$ cat src/rtl/menu_nav_pkg.sv
// Shared types, key-priority constants and width/step helpers for the menu controller.
// Optional MENU_WRAP_EN: counters wrap at both ends instead of saturating.
package menu_nav_pkg;

  typedef enum logic [1:0] {
    S_MENU    = 2'd0,
    S_PAGE    = 2'd1,
    S_APPLIED = 2'd2
  } state_e;

  // Bit positions in the packed key vector; higher index wins arbitration.
  localparam int unsigned KEY_RIGHT   = 0;
  localparam int unsigned KEY_LEFT    = 1;
  localparam int unsigned KEY_DOWN    = 2;
  localparam int unsigned KEY_UP      = 3;
  localparam int unsigned KEY_CONFIRM = 4;
  localparam int unsigned KEY_QUIT    = 5;
  localparam int unsigned N_KEYS      = 6;

  typedef enum logic [2:0] {
    ACT_NONE,
    ACT_QUIT,
    ACT_CONFIRM,
    ACT_UP,
    ACT_DOWN,
    ACT_LEFT,
    ACT_RIGHT
  } action_e;

  function automatic int unsigned sel_w(int unsigned n_items);
    return (n_items <= 2) ? 1 : $clog2(n_items);
  endfunction

  function automatic int unsigned fsel_w(int unsigned n_fields);
    return $clog2(n_fields + 1);
  endfunction

  function automatic action_e arbitrate(logic [N_KEYS-1:0] keys);
    action_e act;
    act = ACT_NONE;
    if      (keys[KEY_QUIT])    act = ACT_QUIT;
    else if (keys[KEY_CONFIRM]) act = ACT_CONFIRM;
    else if (keys[KEY_UP])      act = ACT_UP;
    else if (keys[KEY_DOWN])    act = ACT_DOWN;
    else if (keys[KEY_LEFT])    act = ACT_LEFT;
    else if (keys[KEY_RIGHT])   act = ACT_RIGHT;
    return act;
  endfunction

  // One step of a 0..max counter; inc takes precedence over dec.
  function automatic int unsigned step_val(int unsigned val, int unsigned max,
                                           logic inc, logic dec);
    int unsigned res;
    res = val;
    if (inc) begin
      if (val >= max) begin
`ifdef MENU_WRAP_EN
        res = 0;
`else
        res = max;
`endif
      end else begin
        res = val + 1;
      end
    end else if (dec) begin
      if (val == 0) begin
`ifdef MENU_WRAP_EN
        res = max;
`else
        res = 0;
`endif
      end else begin
        res = val - 1;
      end
    end
    return res;
  endfunction

endpackage

$ cat src/rtl/menu_step_counter.sv
// Bounded 0..MAX up/down counter with synchronous clear.
// Wraps when MENU_WRAP_EN is defined, saturates otherwise.
module menu_step_counter
  import menu_nav_pkg::*;
#(
  parameter int unsigned MAX = 3,
  parameter int unsigned W   = 2
) (
  input  logic         clk,
  input  logic         rst_n,
  input  logic         en_i,
  input  logic         clr_i,
  input  logic         inc_i,
  input  logic         dec_i,
  output logic [W-1:0] cnt_o
);

  logic [W-1:0] cnt_q, cnt_d;

  always_comb begin
    cnt_d = cnt_q;
    if (clr_i) begin
      cnt_d = '0;
    end else if (en_i) begin
      cnt_d = W'(step_val(32'(cnt_q), MAX, inc_i, dec_i));
    end
  end

  // NOTE: sequential state uses non-blocking assignments so every register
  // samples pre-edge values, independent of process ordering.
  always_ff @(posedge clk or negedge rst_n) begin
    if (!rst_n) begin
      cnt_q <= '0;
    end else begin
      cnt_q <= cnt_d;
    end
  end

  assign cnt_o = cnt_q;

endmodule

$ cat src/rtl/menu_nav_ctrl.sv
// Menu/selection controller: key pulses -> item selection, field cursor,
// per-item field banks and apply handshake. Optional MENU_WRAP_EN selects wrapping counters.
module menu_nav_ctrl
  import menu_nav_pkg::*;
#(
  parameter  int unsigned N_ITEMS   = 3,
  parameter  int unsigned N_FIELDS  = 4,
  parameter  int unsigned FIELD_W   = 2,
  parameter  int unsigned FIELD_MAX = 3,
  localparam int unsigned SEL_W     = sel_w(N_ITEMS),
  localparam int unsigned FSEL_W    = fsel_w(N_FIELDS)
) (
  input  logic                        clk_50M,
  input  logic                        rst_n,
  input  logic                        key_left,
  input  logic                        key_right,
  input  logic                        key_up,
  input  logic                        key_down,
  input  logic                        key_confirm,
  input  logic                        key_quit,
  output logic                        level,
  output logic [SEL_W-1:0]            top_sel,
  output logic [SEL_W-1:0]            page_item,
  output logic [FSEL_W-1:0]           field_sel,
  output logic [N_FIELDS*FIELD_W-1:0] field_vals,
  output logic                        apply_valid,
  output logic                        apply_pulse
);

  typedef logic [N_FIELDS-1:0][FIELD_W-1:0] bank_t;

  logic [N_KEYS-1:0] keys;
  action_e           act;
  state_e            state_q, state_d;
  logic [SEL_W-1:0]  page_item_q, page_item_d;
  logic              apply_pulse_q, apply_pulse_d;
  bank_t             bank_q [N_ITEMS];
  bank_t             bank_d [N_ITEMS];

  logic top_en, top_inc, top_dec;
  logic fld_en, fld_clr, fld_inc, fld_dec;
  logic edit_en, edit_inc, edit_dec;
  logic on_apply;

  always_comb begin
    keys              = '0;
    keys[KEY_QUIT]    = key_quit;
    keys[KEY_CONFIRM] = key_confirm;
    keys[KEY_UP]      = key_up;
    keys[KEY_DOWN]    = key_down;
    keys[KEY_LEFT]    = key_left;
    keys[KEY_RIGHT]   = key_right;
  end

  assign act      = arbitrate(keys);
  assign on_apply = (field_sel == FSEL_W'(N_FIELDS));

  // NOTE: every output of this block gets a default first, so no path can
  // leave a signal unassigned and infer a latch.
  always_comb begin
    state_d       = state_q;
    page_item_d   = page_item_q;
    apply_pulse_d = 1'b0;
    top_en        = 1'b0;
    top_inc       = 1'b0;
    top_dec       = 1'b0;
    fld_en        = 1'b0;
    fld_clr       = 1'b0;
    fld_inc       = 1'b0;
    fld_dec       = 1'b0;
    edit_en       = 1'b0;
    edit_inc      = 1'b0;
    edit_dec      = 1'b0;

    unique case (state_q)
      S_MENU: begin
        case (act)
          ACT_LEFT:  begin top_en = 1'b1; top_dec = 1'b1; end
          ACT_RIGHT: begin top_en = 1'b1; top_inc = 1'b1; end
          ACT_CONFIRM: begin
            page_item_d = top_sel;
            fld_clr     = 1'b1;
            state_d     = S_PAGE;
          end
          default: ;
        endcase
      end
      S_PAGE, S_APPLIED: begin
        case (act)
          ACT_UP:   begin fld_en = 1'b1; fld_dec = 1'b1; state_d = S_PAGE; end
          ACT_DOWN: begin fld_en = 1'b1; fld_inc = 1'b1; state_d = S_PAGE; end
          ACT_LEFT, ACT_RIGHT: begin
            edit_en  = !on_apply;
            edit_inc = (act == ACT_RIGHT);
            edit_dec = (act == ACT_LEFT);
            state_d  = S_PAGE;
          end
          ACT_CONFIRM: begin
            // Re-confirming an already applied page must not re-strobe.
            if (state_q == S_PAGE && on_apply) begin
              apply_pulse_d = 1'b1;
              state_d       = S_APPLIED;
            end
          end
          ACT_QUIT: state_d = S_MENU;
          default: ;
        endcase
      end
      default: state_d = S_MENU;
    endcase
  end

  always_comb begin
    for (int i = 0; i < N_ITEMS; i++) begin
      bank_d[i] = bank_q[i];
      for (int f = 0; f < N_FIELDS; f++) begin
        if (edit_en && page_item_q == SEL_W'(i) && field_sel == FSEL_W'(f)) begin
          bank_d[i][f] = FIELD_W'(step_val(32'(bank_q[i][f]), FIELD_MAX,
                                           edit_inc, edit_dec));
        end
      end
    end
  end

  always_ff @(posedge clk_50M or negedge rst_n) begin
    if (!rst_n) begin
      state_q       <= S_MENU;
      page_item_q   <= '0;
      apply_pulse_q <= 1'b0;
    end else begin
      state_q       <= state_d;
      page_item_q   <= page_item_d;
      apply_pulse_q <= apply_pulse_d;
    end
  end

  // NOTE: the value banks are deliberately reset; field_vals must read zero
  // straight out of reset, so this storage cannot map to an unreset RAM.
  always_ff @(posedge clk_50M or negedge rst_n) begin
    if (!rst_n) begin
      for (int i = 0; i < N_ITEMS; i++) begin
        bank_q[i] <= '0;
      end
    end else begin
      for (int i = 0; i < N_ITEMS; i++) begin
        bank_q[i] <= bank_d[i];
      end
    end
  end

  menu_step_counter #(
    .MAX (N_ITEMS - 1),
    .W   (SEL_W)
  ) u_top_cnt (
    .clk   (clk_50M),
    .rst_n (rst_n),
    .en_i  (top_en),
    .clr_i (1'b0),
    .inc_i (top_inc),
    .dec_i (top_dec),
    .cnt_o (top_sel)
  );

  menu_step_counter #(
    .MAX (N_FIELDS),
    .W   (FSEL_W)
  ) u_field_cnt (
    .clk   (clk_50M),
    .rst_n (rst_n),
    .en_i  (fld_en),
    .clr_i (fld_clr),
    .inc_i (fld_inc),
    .dec_i (fld_dec),
    .cnt_o (field_sel)
  );

  // Banks stay visible through page_item even while back in the top menu.
  always_comb begin
    field_vals = '0;
    for (int i = 0; i < N_ITEMS; i++) begin
      if (page_item_q == SEL_W'(i)) field_vals = bank_q[i];
    end
  end

  assign level       = (state_q != S_MENU);
  assign apply_valid = (state_q == S_APPLIED);
  assign apply_pulse = apply_pulse_q;
  assign page_item   = page_item_q;

endmodule

$ cat config.mk
export PLATFORM = sky130hd
export DESIGN_NAME = menu_nav_ctrl
export DESIGN_NICKNAME = d
export VERILOG_FILES = /design/src/rtl/menu_nav_pkg.sv /design/src/rtl/menu_step_counter.sv /design/src/rtl/menu_nav_ctrl.sv
export SDC_FILE = /design/constraint.sdc
export NUM_CORES = 1
export LEC_CHECK = 0
export BUFFER_PORTS_ARGS = -buffer_cell sky130_fd_sc_hd__clkbuf_2
export CORE_MARGIN = 2
export CORE_UTILIZATION = 55
export DETAILED_ROUTE_END_ITERATION = 8
export PLACE_DENSITY_LB_ADDON = 0.3
export RECOVER_POWER = 25
export SLEW_MARGIN = 0
export SYNTH_ARGS = -nofsm -noshare
export SYNTH_HDL_FRONTEND = slang
export SYNTH_SLANG_ARGS = --single-unit
$ cat constraint.sdc
create_clock -name clk_50M -period 6.6 [get_ports clk_50M]
set_clock_uncertainty 0.1 [all_clocks]
set_input_delay 0.99 -clock clk_50M [delete_from_list [all_inputs] [get_ports clk_50M]]
set_output_delay 0.99 -clock clk_50M [all_outputs]
set_load 0.005 [all_outputs]
# Word level (Yosys, flattened, before mapping)
# Index checks and enable logic that the tools add are counted.
# classes
n_addsub	28
n_lt_le_gt_ge	14
n_eq_ne	17
n_mux	94
n_reduce_logical	58
# op_table
cell	n
2-to-1 mux 2 bit	54
2-to-1 mux 3 bit	12
logical NOT 2 bit	15
AND reduction 2 bit	15
adder 2 x 1 -> 2 bit (second input constant)	13
greater-or-equal comparator 2 bit (second input constant)	13
subtractor 2 x 1 -> 2 bit (second input constant)	13
2-to-1 mux 8 bit	3
2-to-1 mux 1 bit	23
logical AND 1 bit	16
== test 3 x 2 -> 1 bit (second input constant)	4
== test 3 bit (second input constant)	4
nonzero test 2 bit	4
== test 3 x 1 -> 1 bit (second input constant)	2
one-hot mux 2 bit (3 select lines)	1
OR reduction 2 bit	3
== test 2 x 1 -> 1 bit (second input constant)	2
== test 2 bit (second input constant)	2
!= test 4 x 3 -> 1 bit (second input constant)	1
one-hot mux 2 bit (2 select lines)	1
OR reduction 4 bit	1
adder 3 x 1 -> 3 bit (second input constant)	1
greater-or-equal comparator 3 bit (second input constant)	1
logical NOT 3 bit	1
other kinds (6)	6
# totals
reg_bits	34
inputBits	8
output_inout_bits	18
wordCells	228

# Depth between registers and ports, before layout
# depth
ltp_word	13
ltp_mapped	9

# By module
# From an unflattened synthesis, not the netlist that was laid out.
# hier_totals
hier_cells	283
hier_area_um2	2479.9
# by_module_without_submodules
module	n_inst	cells_per_inst	area_each_um2	seq_area_each_um2
menu_nav_ctrl	1	247	2128.3	725.7
menu_step_counter at u_field_cnt	1	25	234.0	75.1
menu_step_counter at u_top_cnt	1	11	117.6	50.0

# Worst setup path before layout
# No wires, ideal clock.
# synth_timing
path_type	input to register
start	input port key_up
end	register bank_q[4] (netlist bit)
setup_ns	0.122
t_arrival_ns	2.337
required_time_ns	6.378
slack_ns	4.041
path_stages	6
path_cell_list	clkbuf_1 -> or4_4 -> buf_6 -> nor4_4 -> mux2i_1 -> nand2_1
# synth_via
elab_chain_cells	10
elab_cells_between_ends	17
# synth_rtl
item	line_no	rtl
start, declared	menu_nav_ctrl.sv:17	input logic key_up,
2-to-1 mux 3 bit (*)	menu_nav_pkg.sv:43	else if (keys[KEY_UP]) act = ACT_UP;
2-to-1 mux 3 bit (*)	menu_nav_pkg.sv:42	else if (keys[KEY_CONFIRM]) act = ACT_CONFIRM;
2-to-1 mux 3 bit (*)	menu_nav_pkg.sv:41	if (keys[KEY_QUIT]) act = ACT_QUIT;
== test 3 bit (on tied branches)	menu_nav_ctrl.sv:89, menu_nav_ctrl.sv:94, menu_nav_ctrl.sv:95	
OR reduction 2 bit (no line)	n/a	
2-to-1 mux 1 bit	menu_nav_ctrl.sv:89	case (act)
2-to-1 mux 1 bit	menu_nav_ctrl.sv:75	unique case (state_q)
logical AND 1 bit (2 in a row)	menu_nav_ctrl.sv:117	if (edit_en && page_item_q == SEL_W'(i) && field_sel == FSEL_W'(f)) begin
AND reduction 2 bit (no line)	n/a	
end signal, assigned by index	menu_nav_ctrl.sv:146	bank_q[i] <= bank_d[i];
end, declared	menu_nav_ctrl.sv:37	bank_t bank_q [N_ITEMS];
# Mark *: on every way between the ends. The rest lies on a longest branch, timed or not.
# A chain may end at the register's enable or synchronous reset.

# Worst setup path in the final report
# layout_timing
start	register state_q[1]
end	register bank_q[20] (netlist bit)
# layout_via
elab_chain_cells	6
elab_cells_between_ends	11
# layout_rtl
item	line_no	rtl
start, declared	menu_nav_ctrl.sv:34	state_e state_q, state_d;
start signal, assigned	menu_nav_ctrl.sv:131	state_q <= state_d;
== test 2 bit / == test 2 x 1 -> 1 bit (equally long branches)	menu_nav_ctrl.sv:75	
OR reduction 2 bit (*)	menu_nav_ctrl.sv:75	
2-to-1 mux 1 bit	menu_nav_ctrl.sv:75	
logical AND 1 bit (2 in a row)	menu_nav_ctrl.sv:117	
AND reduction 2 bit (no line)	n/a	
# Marks and branches as above.

==> flow_summary.ini <==
[global_routing]
wire_length_of_the_first_global_routing_pass_mm = 9.18
grt-ovfl-total = 0
grt_max_degree = 39
grt_pass1_vias = 1984
initial_antenna_violation_count = 0
grt_use_total_pct = 22.5

[sta]
clock.fmax_ghz = 0.299
post-route-period-util_pct = 50.6
fin_setup_tns_ns = 0
slew_headroom_pct = -22.2
final_worst_setup_slack_ns = 3.26
layout_min_cycle_time_ns = 3.34
setup_viols_final = 0
maxSlewViolCount = 35
unrepaired_setup_endpoints_after_global_routing = no
max_slew.worst_pin.slew_ns = 1.83
hold_violations = 0

[synth]
synth_fa_ha_area_share_pct = 5.56
yosys.area_share.simple_pct = 30.0
synthDominantAreaCellType = sky130_fd_sc_hd__dfrtp_1
synth-main-ff-cell = sky130_fd_sc_hd__dfrtp_1
synth_mux_area_share_pct = 9.85
synth.avg_cell_area_sq_um = 9.18
post_synth_num_cell_types = 43
yosys.area.top_type_share_pct = 34.3
compound_gate_fraction_of_synth_area_pct = 14.7
synth_xor_xnor_area_share_pct = 0
syn_inst = 270
count_of_state_elements_after_synthesis = 34
syn_warnings = 0
async_flop_share_pct = 100
largest_family_of_logic_cells_by_synthesized_area = simple AND/OR/NAND/NOR gates
mappedNetlistNets = 289
synth.top_cells.by_area = sky130_fd_sc_hd__dfrtp_1 (34%), sky130_fd_sc_hd__mux2i_1 (8.5%), sky130_fd_sc_hd__nor4_4 (6.0%)
synth_edf_count = 0
synth-seq-area-share_pct = 34.3
synthesized_area_sq_um = 2480

[clocking]
cts-hold-fix-buffers = 0
htreeDepth = 2
postCtsResizedCells = 0
cts_inserted_buffers = 5
clk_transition_reported_paths_ns = 0.07
cts_tree = built
cts_root_buffer = sky130_fd_sc_hd__clkbuf_8
numClockSinks = 34
post_cts.repair.setup_buffers = 0
clock_insertion_delay_worst_skew_ns = 0.29
cts.path.max_buffers = 2

[setup_path]
r2r_end = bank_q[20]
timing.critical_path.from_type = flop
critical_path_data_arrival_time_ns = 3.40
crit_type = reg2reg
rr_worst_depth = 6
critPathLaunch = state_q[1]
r2r_setup_slack_ns = 3.26
worst-endpoint-required_ns = 6.66
timing.critical_path.to_type = flop
r2r-start = state_q[1]
worst-path-max-fanout = 38

[routing]
drt_wl_total_mm = 5.21
wl_per_cell_microns = 15.3
drc = 0
detailroute.via_count = 2066
drt-initial-drc-count = 113
drtPass1Iterations = 4
drtAntennaViolNets = 0
avgViaCountPerCell = 6.06

[placed_design]
place.gp.congestion = 0.778
place_worst_setup_slack_ns = 3.08
placedInstanceArea_sq_um = 2600
numPortBuffers = 25
dp_hpwl_mm = 3.69

[floorplan]
rows = 24
design.core.area_sq_um = 4350
die_area_sq_um = 5060
die_height_microns = 71.1
initial_core_util_pct = 56.9
floorplan.die.width_microns = 71.1
ios = 26

[worst_hold_path]
min_path_cells = 1
worstHoldStart = bank_q[6]
timing.hold.worst_endpoint = bank_q[6]
worstHoldPathType = reg2reg

[final_layout]
stdcell_area_sq_um = 2690
utilization_pct = 61.9
synthToLayoutAreaGrowth_pct = 8.74
num-nets-final = 307
share_of_cells_above_drive_strength_1_pct = 17.3
mostFrequentLayoutCell = sky130_fd_sc_hd__dfrtp_1
antenna_cells = 0
most_frequent_cells_in_the_layout = sky130_fd_sc_hd__dfrtp_1 (34), sky130_fd_sc_hd__nand2_1 (29), sky130_fd_sc_hd__o21ai_0 (25)

[status]
status = finished with violations
failing_checks = max-capacitance violations, max-slew violations

[pwr]
clock_share_of_power_pct = 23.4
power.combinational.fraction_pct = 38.4
power.share.switching_pct = 40.4
total_switching_power_mw = 0.285
power-per-cell-area_nw_per_um2 = 262
internal_power_mw = 0.420
p_leak_nw = 1.12
share_seq_of_total_power_pct = 38.1
ir_drop_uv = 179

[flow_run]
timing.max_cap.violations = 1
-- flip-flops by register name (all words and copies together) (netlist names) --
name and cells:
state_q 2, u_field_cnt.cnt_o 3, u_top_cnt.cnt_o 2, bank_q 24
apply_pulse 1, page_item 2
-- stage by stage --
| step | hold slack, ns | std cells | power, mW |
|---|---|---|---|
| 2_1_floorplan | 0.386 | 270 | 0.469 |
| 3_3_place_gp | 0.402 | 333 | 0.539 |
| 3_5_place_dp | 0.413 | 333 | 0.544 |
| 4_1_cts | 0.422 | 341 | 0.706 |
| 5_1_grt | 0.438 | 341 | 0.745 |
| 6_report | 0.415 | 341 | 0.705 |
-- per-layer routing --
metal  track usage (%)  up-vias  wire length [microns]  share of wire [%]
met1              30.1      992                   2470                 47
li1                  -     1032                      -                  -
met2              37.2       34                   2490                 48
met3              3.42        8                    168                3.2
met4              8.39        0                     80                1.5
met5                 0        -                      0                  0
-- power by group through the flow --
stage / Sequential [mW] / Combinational, mW / Clock [mW]
2_1_floorplan: 0.258 / 0.211 / 0
5_1_grt: 0.275 / 0.299 / 0.171
3_3_place_gp: 0.271 / 0.268 / 0
4_1_cts: 0.268 / 0.273 / 0.165
6_report: 0.269 / 0.271 / 0.165
3_5_place_dp: 0.272 / 0.272 / 0
-- how the worst max path moves through the flow --
| stage | to | slack [ns] | cells past startpoint |
|---|---|---|---|
| detailed placement | bank_q[20] | 3.08 | 5 |
| floorplan | bank_q[4] | 4.04 | 6 |
| finish | bank_q[20] | 3.26 | 6 |
| CTS | bank_q[20] | 3.25 | 6 |
| global route | bank_q[20] | 3.03 | 6 |
| global placement | bank_q[14] | 3.22 | 5 |
-- final cells by class --
cell class / count / area (sq um)
clock buffer: 7 / 86.3
clock inverter: 1 / 5.00
fill: 386 / 1660
inverter: 17 / 63.8
multi-input combinational: 204 / 1490
sequential: 34 / 851
tap: 52 / 65.1
timing repair buffer: 26 / 131
-- logic make-up after synthesis --
group / Yosys count
AOI/OAI and AO/OA: 59
adders and majority gates: 11
buffers and inverters: 32
DFF: 34
muxes: 24
and+or+nand+nor: 110
-- critical path, stage by stage (launching register included) --
cell	delay, ns
sky130_fd_sc_hd__dfrtp_1	0.41
sky130_fd_sc_hd__inv_1	0.08
sky130_fd_sc_hd__ha_1	0.56
sky130_fd_sc_hd__or3b_2	0.66
sky130_fd_sc_hd__nor2_2	1.04
sky130_fd_sc_hd__nand3_1	0.19
sky130_fd_sc_hd__o311ai_0	0.16
-- synth_stat cells (4+ instances only) --
library cell and count:
sky130_fd_sc_hd__nor3_1 10, sky130_fd_sc_hd__nand3_1 19, sky130_fd_sc_hd__nor4_4 7, sky130_fd_sc_hd__ha_1 11, sky130_fd_sc_hd__a21oi_1 9, sky130_fd_sc_hd__nand4_1 5
sky130_fd_sc_hd__nand2b_1 8, sky130_fd_sc_hd__clkbuf_1 8, sky130_fd_sc_hd__mux2i_1 21, sky130_fd_sc_hd__nor2_1 4, sky130_fd_sc_hd__o21ai_0 25, sky130_fd_sc_hd__inv_1 17
sky130_fd_sc_hd__nand2_1 29, sky130_fd_sc_hd__nor4bb_1 4, sky130_fd_sc_hd__nand4b_1 5, sky130_fd_sc_hd__o211ai_1 14, sky130_fd_sc_hd__dfrtp_1 34
No activity file was read; power rests on OpenSTA's default activity.
